File: config.mk
export PLATFORM = sky130hd
export DESIGN_NAME = bit_deserializer
export DESIGN_NICKNAME = d
export VERILOG_FILES = /design/src/rtl/bit_deser_pkg.sv /design/src/rtl/word_fifo2.sv /design/src/rtl/bit_deserializer.sv
export SDC_FILE = /design/constraint.sdc
export NUM_CORES = 1
export LEC_CHECK = 0
export BUFFER_PORTS_ARGS = -buffer_cell sky130_fd_sc_hd__buf_2
export CAP_MARGIN = 10
export CORE_ASPECT_RATIO = 1.5
export CORE_MARGIN = 2
export CORE_UTILIZATION = 46
export DETAILED_ROUTE_END_ITERATION = 16
export PLACE_DENSITY_LB_ADDON = 0.3
export SLEW_MARGIN = 10
export SYNTH_ARGS = -nofsm -noshare
export SYNTH_HDL_FRONTEND = slang
export SYNTH_HIERARCHICAL = 1
export SYNTH_SLANG_ARGS = --single-unit
File: constraint.sdc
create_clock -name clk -period 3.05 [get_ports clk]
set_input_delay 0.7625 -clock clk [delete_from_list [all_inputs] [get_ports clk]]
set_output_delay 0.7625 -clock clk [all_outputs]
set_load 0.1 [all_outputs]
File: src/rtl/bit_deser_pkg.sv
// bit_deser_pkg: shared state type and counter sizing helper for the bit deserializer.
package bit_deser_pkg;
    typedef enum logic {HUNT, COLLECT} deser_state_t;
    function automatic int cnt_bits(input int n);
        return (n < 2) ? 1 : $clog2(n);
    endfunction
endpackage

File: src/rtl/word_fifo2.sv
// word_fifo2: 2-entry FIFO of {tag, data}; head is zero when empty.
module word_fifo2 #(
    parameter int DW = 9
) (
    input  logic          clk,
    input  logic          rst,
    input  logic          push,
    input  logic [DW-1:0] push_data,
    input  logic          pop,
    output logic [DW-1:0] head,
    output logic          full,
    output logic          empty
);
    logic [1:0]    cnt_q, cnt_d, pc;
    logic [DW-1:0] m0_q, m0_d, m1_q, m1_d, p0, p1;
    logic          do_pop, do_push;
    // Pop first, then push into the first free slot, so full+pop+push is accepted.
    always_comb begin
        do_pop  = pop && (cnt_q != 2'd0);
        pc      = cnt_q - {1'b0, do_pop};
        do_push = push && (pc != 2'd2);
        p0      = do_pop ? m1_q : m0_q;
        p1      = do_pop ? '0 : m1_q;
        m0_d    = (do_push && pc == 2'd0) ? push_data : p0;
        m1_d    = (do_push && pc == 2'd1) ? push_data : p1;
        cnt_d   = pc + {1'b0, do_push};
    end
    always_ff @(posedge clk) begin
        if (rst) begin
            cnt_q <= '0;
            m0_q  <= '0;
            m1_q  <= '0;
        end else begin
            cnt_q <= cnt_d;
            m0_q  <= m0_d;
            m1_q  <= m1_d;
        end
    end
    assign empty = (cnt_q == 2'd0);
    assign full  = (cnt_q == 2'd2);
    assign head  = empty ? '0 : m0_q;
endmodule

File: src/rtl/bit_deserializer.sv
// bit_deserializer: hunts a bit-aligned SYNC word, then assembles FRAME_WORDS words
// into a 2-entry valid/ready output buffer with a sticky overflow flag.
module bit_deserializer
    import bit_deser_pkg::*;
#(
    parameter int               WIDTH       = 8,
    parameter logic [WIDTH-1:0] SYNC        = 8'hA5,
    parameter int               FRAME_WORDS = 4
) (
    input  logic             clk,
    input  logic             rst,
    input  logic             bit_in,
    input  logic             bit_vld,
    output logic [WIDTH-1:0] word_out,
    output logic             word_vld,
    input  logic             word_rdy,
    output logic             frame_start,
    output logic             locked,
    output logic             overflow
);
    localparam int BW = cnt_bits(WIDTH);
    localparam int WW = $clog2(FRAME_WORDS) + 1;
    localparam int FW = cnt_bits(WIDTH + 1);
    deser_state_t   state_q, state_d;
    logic [WIDTH-1:0] sr_q, sr_d, sr_nxt;
    logic [FW-1:0]  fill_q, fill_d;
    logic [BW-1:0]  bit_cnt_q, bit_cnt_d;
    logic [WW-1:0]  word_cnt_q, word_cnt_d;
    logic           ovf_q, ovf_d, push, pop, full, empty;
    logic [WIDTH:0] head;
    // fill guards against reset zeros (or stale payload bits) matching SYNC.
    always_comb begin
        sr_nxt     = {sr_q[WIDTH-2:0], bit_in};
        state_d    = state_q;
        sr_d       = sr_q;
        fill_d     = fill_q;
        bit_cnt_d  = bit_cnt_q;
        word_cnt_d = word_cnt_q;
        push       = 1'b0;
        if (bit_vld) begin
            sr_d = sr_nxt;
            if (state_q == HUNT) begin
                fill_d = (fill_q == FW'(WIDTH)) ? fill_q : fill_q + 1'b1;
                if (fill_q >= FW'(WIDTH - 1) && sr_nxt == SYNC) begin
                    state_d    = COLLECT;
                    bit_cnt_d  = '0;
                    word_cnt_d = '0;
                end
            end else if (bit_cnt_q == BW'(WIDTH - 1)) begin
                push       = 1'b1;
                bit_cnt_d  = '0;
                word_cnt_d = word_cnt_q + 1'b1;
                if (word_cnt_q == WW'(FRAME_WORDS - 1)) begin
                    state_d = HUNT;
                    fill_d  = '0;
                end
            end else begin
                bit_cnt_d = bit_cnt_q + 1'b1;
            end
        end
        ovf_d = ovf_q | (push & full & ~pop);
    end
    always_ff @(posedge clk) begin
        if (rst) begin
            state_q    <= HUNT;
            sr_q       <= '0;
            fill_q     <= '0;
            bit_cnt_q  <= '0;
            word_cnt_q <= '0;
            ovf_q      <= 1'b0;
        end else begin
            state_q    <= state_d;
            sr_q       <= sr_d;
            fill_q     <= fill_d;
            bit_cnt_q  <= bit_cnt_d;
            word_cnt_q <= word_cnt_d;
            ovf_q      <= ovf_d;
        end
    end
    word_fifo2 #(.DW(WIDTH + 1)) u_fifo (
        .clk      (clk),
        .rst      (rst),
        .push     (push),
        .push_data({word_cnt_q == '0, sr_nxt}),
        .pop      (pop),
        .head     (head),
        .full     (full),
        .empty    (empty)
    );
    assign pop         = word_vld & word_rdy;
    assign word_vld    = ~empty;
    assign word_out    = head[WIDTH-1:0];
    assign frame_start = head[WIDTH];
    assign locked      = (state_q == COLLECT);
    assign overflow    = ovf_q;
endmodule

==> impl_metrics.ini <==
[status]
outcome = completed

[layout]
antenna-diode-count = 0
multi_input_area_sq_um = 977
nFillCells = 358
mostFrequentLayoutCell = dfxtp_1
drive_gt1_frac = 0.175
area_growth_pct = 11.1
fin_cells = 262
post-route-util = 0.527
finalNetCount = 229
layout_common_cells = 39 x dfxtp_1, 24 x nand2_1, 23 x nor2_1
seq_area_sq_um = 781

[drt]
drcViolationCount = 0
first_pass_iters = 4
drt-total-wl_um = 3760
drtIter0Drc = 46
detail_route.wl_per_cell_um = 14.3
via_count = 1463
drtAntennaViolNets = 0
vias_per_cell = 5.58

[global_routing]
grt_first_pass_wirelength_um = 6110
grt-ovfl-total = 0
grt_pass1_vias = 1326
grt_max_degree = 20
antenna_found_initial = 0
grtUsageTotal = 0.173

[logic_synthesis]
ys_types = 41
synth-seq-cells = 39
yosysWarnings = 6
syn_nets = 212
async_flop_share = 0
synth-edff-count = 0
synthCells = 199
netlist_area_sq_um = 1850
synth_seq_area_share = 0.423
synth.avg_cell_area_sq_um = 9.27
synth_top_flop_cell = dfxtp_1

[clocking]
clk_pin_slew_worst_paths_ns = 0.08
cts_resized = 0
clkLatencyLatePin_ns = 0.29
cts_max_level = 2
root_buffer = clkbuf_8
cts_hold_buf = 0
cts_tree = done
cts_sinks = 39
cts_buffers = 5
post-cts-setup-buffer-count = 0
clockBufferDepth = 2

[critical_path]
r2r_start = u_fifo/cnt_q[1]
path_class = reg -> reg
crit_path_end_kind = flip-flop
arrival_ns = 2.95
slowest_stage = nor2_1
r2r_slack_ns = 0.27
r2r_cells = 8
cp.required_ns = 3.22
cpPeakStageDelay_ns = 0.53
critical_path.reg2reg.endpoint = u_fifo/m1_q[4]
start_kind = flip-flop
cp_max_fo = 11
crit_chain = nor2_1 -> nor2b_1 -> o21ai_2 -> inv_2 -> ha_1 -> nand2b_4 -> o31a_1 -> a32o_1

[floorplan]
die_h_um = 81.6
dieArea_sq_um = 4540
fp.dieW_um = 55.7
core_area_sq_um = 3890
rows = 28
start_util = 0.475
ioPinCount = 17

[timing]
final.setup_skew_ns = 0.00891
slew_violations = 0
fin_crit_ns = 2.78
hold_violations = 0
setup_tns_ns = 0
rsz0062_at_grt = false
tightest_slew_ns = 0.647
clock.fmax_ghz = 0.360
setup_violations = 0
final.setup.worst_slack_ns = 0.270
slew_headroom = 0.567
fin_crit_sh = 0.912

[pwr]
p_leak_nw = 0.814
ir_worst_vdd_mv = 0.424
p_per_area_nw_per_um2 = 455
p_total_mw = 0.934

[worst_hold_path]
hp-class = reg -> reg
min_path_cells = 2
hold_path_end = overflow
hold_start = overflow

[run]
drv_cap = 0

[placement]
dp_hpwl_um = 2710
place_congestion = 0.831
dp.cells = 254
dpl_worst_slack_ns = 0.324
io_buffer_count = 16
critical path: cells and delay by family (launching register included):
family	cells	cell delay (ns)
AOI/OAI and AO/OA	3	0.90
adders and majority gates	1	0.36
buffers and inverters	1	0.17
DFF	1	0.38
and+or+nand+nor	3	0.86
how the worst max path moves through the flow:
stage / startpoint / to / cells after the start
final: u_fifo/cnt_q[1] / u_fifo/m1_q[4] / 8
after global routing: u_fifo/cnt_q[1] / u_fifo/m1_q[7] / 8
after CTS: u_fifo/cnt_q[1] / u_fifo/m1_q[7] / 8
after detailed placement: u_fifo/cnt_q[1] / u_fifo/m1_q[7] / 8
after global placement: word_rdy / u_fifo/m1_q[4] / 8
after floorplan: u_fifo/cnt_q[1] / frame_start / 3
Yosys cell counts, types with 2 or more instances:
cell type   n  area [sq um]
nand4bb_1   2          22.5
clkbuf_1    5          18.8
nor2_1     23          86.3
nand2_1    24          90.1
buf_6       2          22.5
nor2b_1    14          87.6
nand3_1     4          20.0
xor2_1      2          17.5
dfxtp_1    39           781
mux2i_1     7          70.1
ha_1        8           100
a32o_1      9          90.1
a21oi_1     9          45.0
xnor2_1     3          26.3
o32ai_1     2          17.5
and2_1      2          12.5
a311oi_1    9          78.8
inv_1       8          30.0
o21ai_2     2          17.5
nand4_1     3          18.8
nor3_1      2          10.0
metal layers:
layer / track usage / vias to the layer above / wire, um
met1: 0.209 / 699 / 1620
met2: 0.296 / 23 / 1980
met3: 0.0394 / 4 / 101
met4: 0.0707 / 0 / 53
li1: - / 737 / -
met5: 0 / - / 0
power by group:
group / switching [mW] / total [mW] / internal, mW
clock: 0.174 / 0.380 / 0.206
sequential: 0.00469 / 0.518 / 0.513
combinational: 0.0216 / 0.0355 / 0.0139
total: 0.200 / 0.934 / 0.734
per-stage QoR:
step / hold WS (ns) / area, sq um
2_1_floorplan: 0.445 / 1850
3_3_place_gp: 0.450 / 1950
3_5_place_dp: 0.461 / 1950
4_1_cts: 0.478 / 2050
5_1_grt: 0.508 / 2050
6_report: 0.473 / 2050
state kept, by name (all words and copies together) (netlist names):
signal        cells
overflow          1
sr_q              7
u_fifo/cnt_q      2
u_fifo/m1_q       9
fill_q            4
locked            1
u_fifo/m0_q       9
word_cnt_q        3
bit_cnt_q         3
kinds of logic (layout without fill, tap and decap cells):
kind of cell	Yosys count	count (layout)	share of synthesized area
AND/OR/NAND/NOR	84	84	0.244
flip-flops	39	39	0.423
AO/OA/AOI/OAI	37	37	0.161
buffers and inverters	18	36	0.0475
adder cells (fa/ha/maj)	8	8	0.0542
multiplexers	8	8	0.0461
XOR/XNOR	5	5	0.0237
cell type report:
type | count | area share
Clock buffer | 8 | 0.0488
Inverter | 9 | 0.0165
Multi-Input combinational cell | 142 | 0.477
Sequential cell | 39 | 0.381
Tap cell | 45 | 0.0275
Timing Repair Buffer | 19 | 0.0500
(Power assumes the default switching activity.)
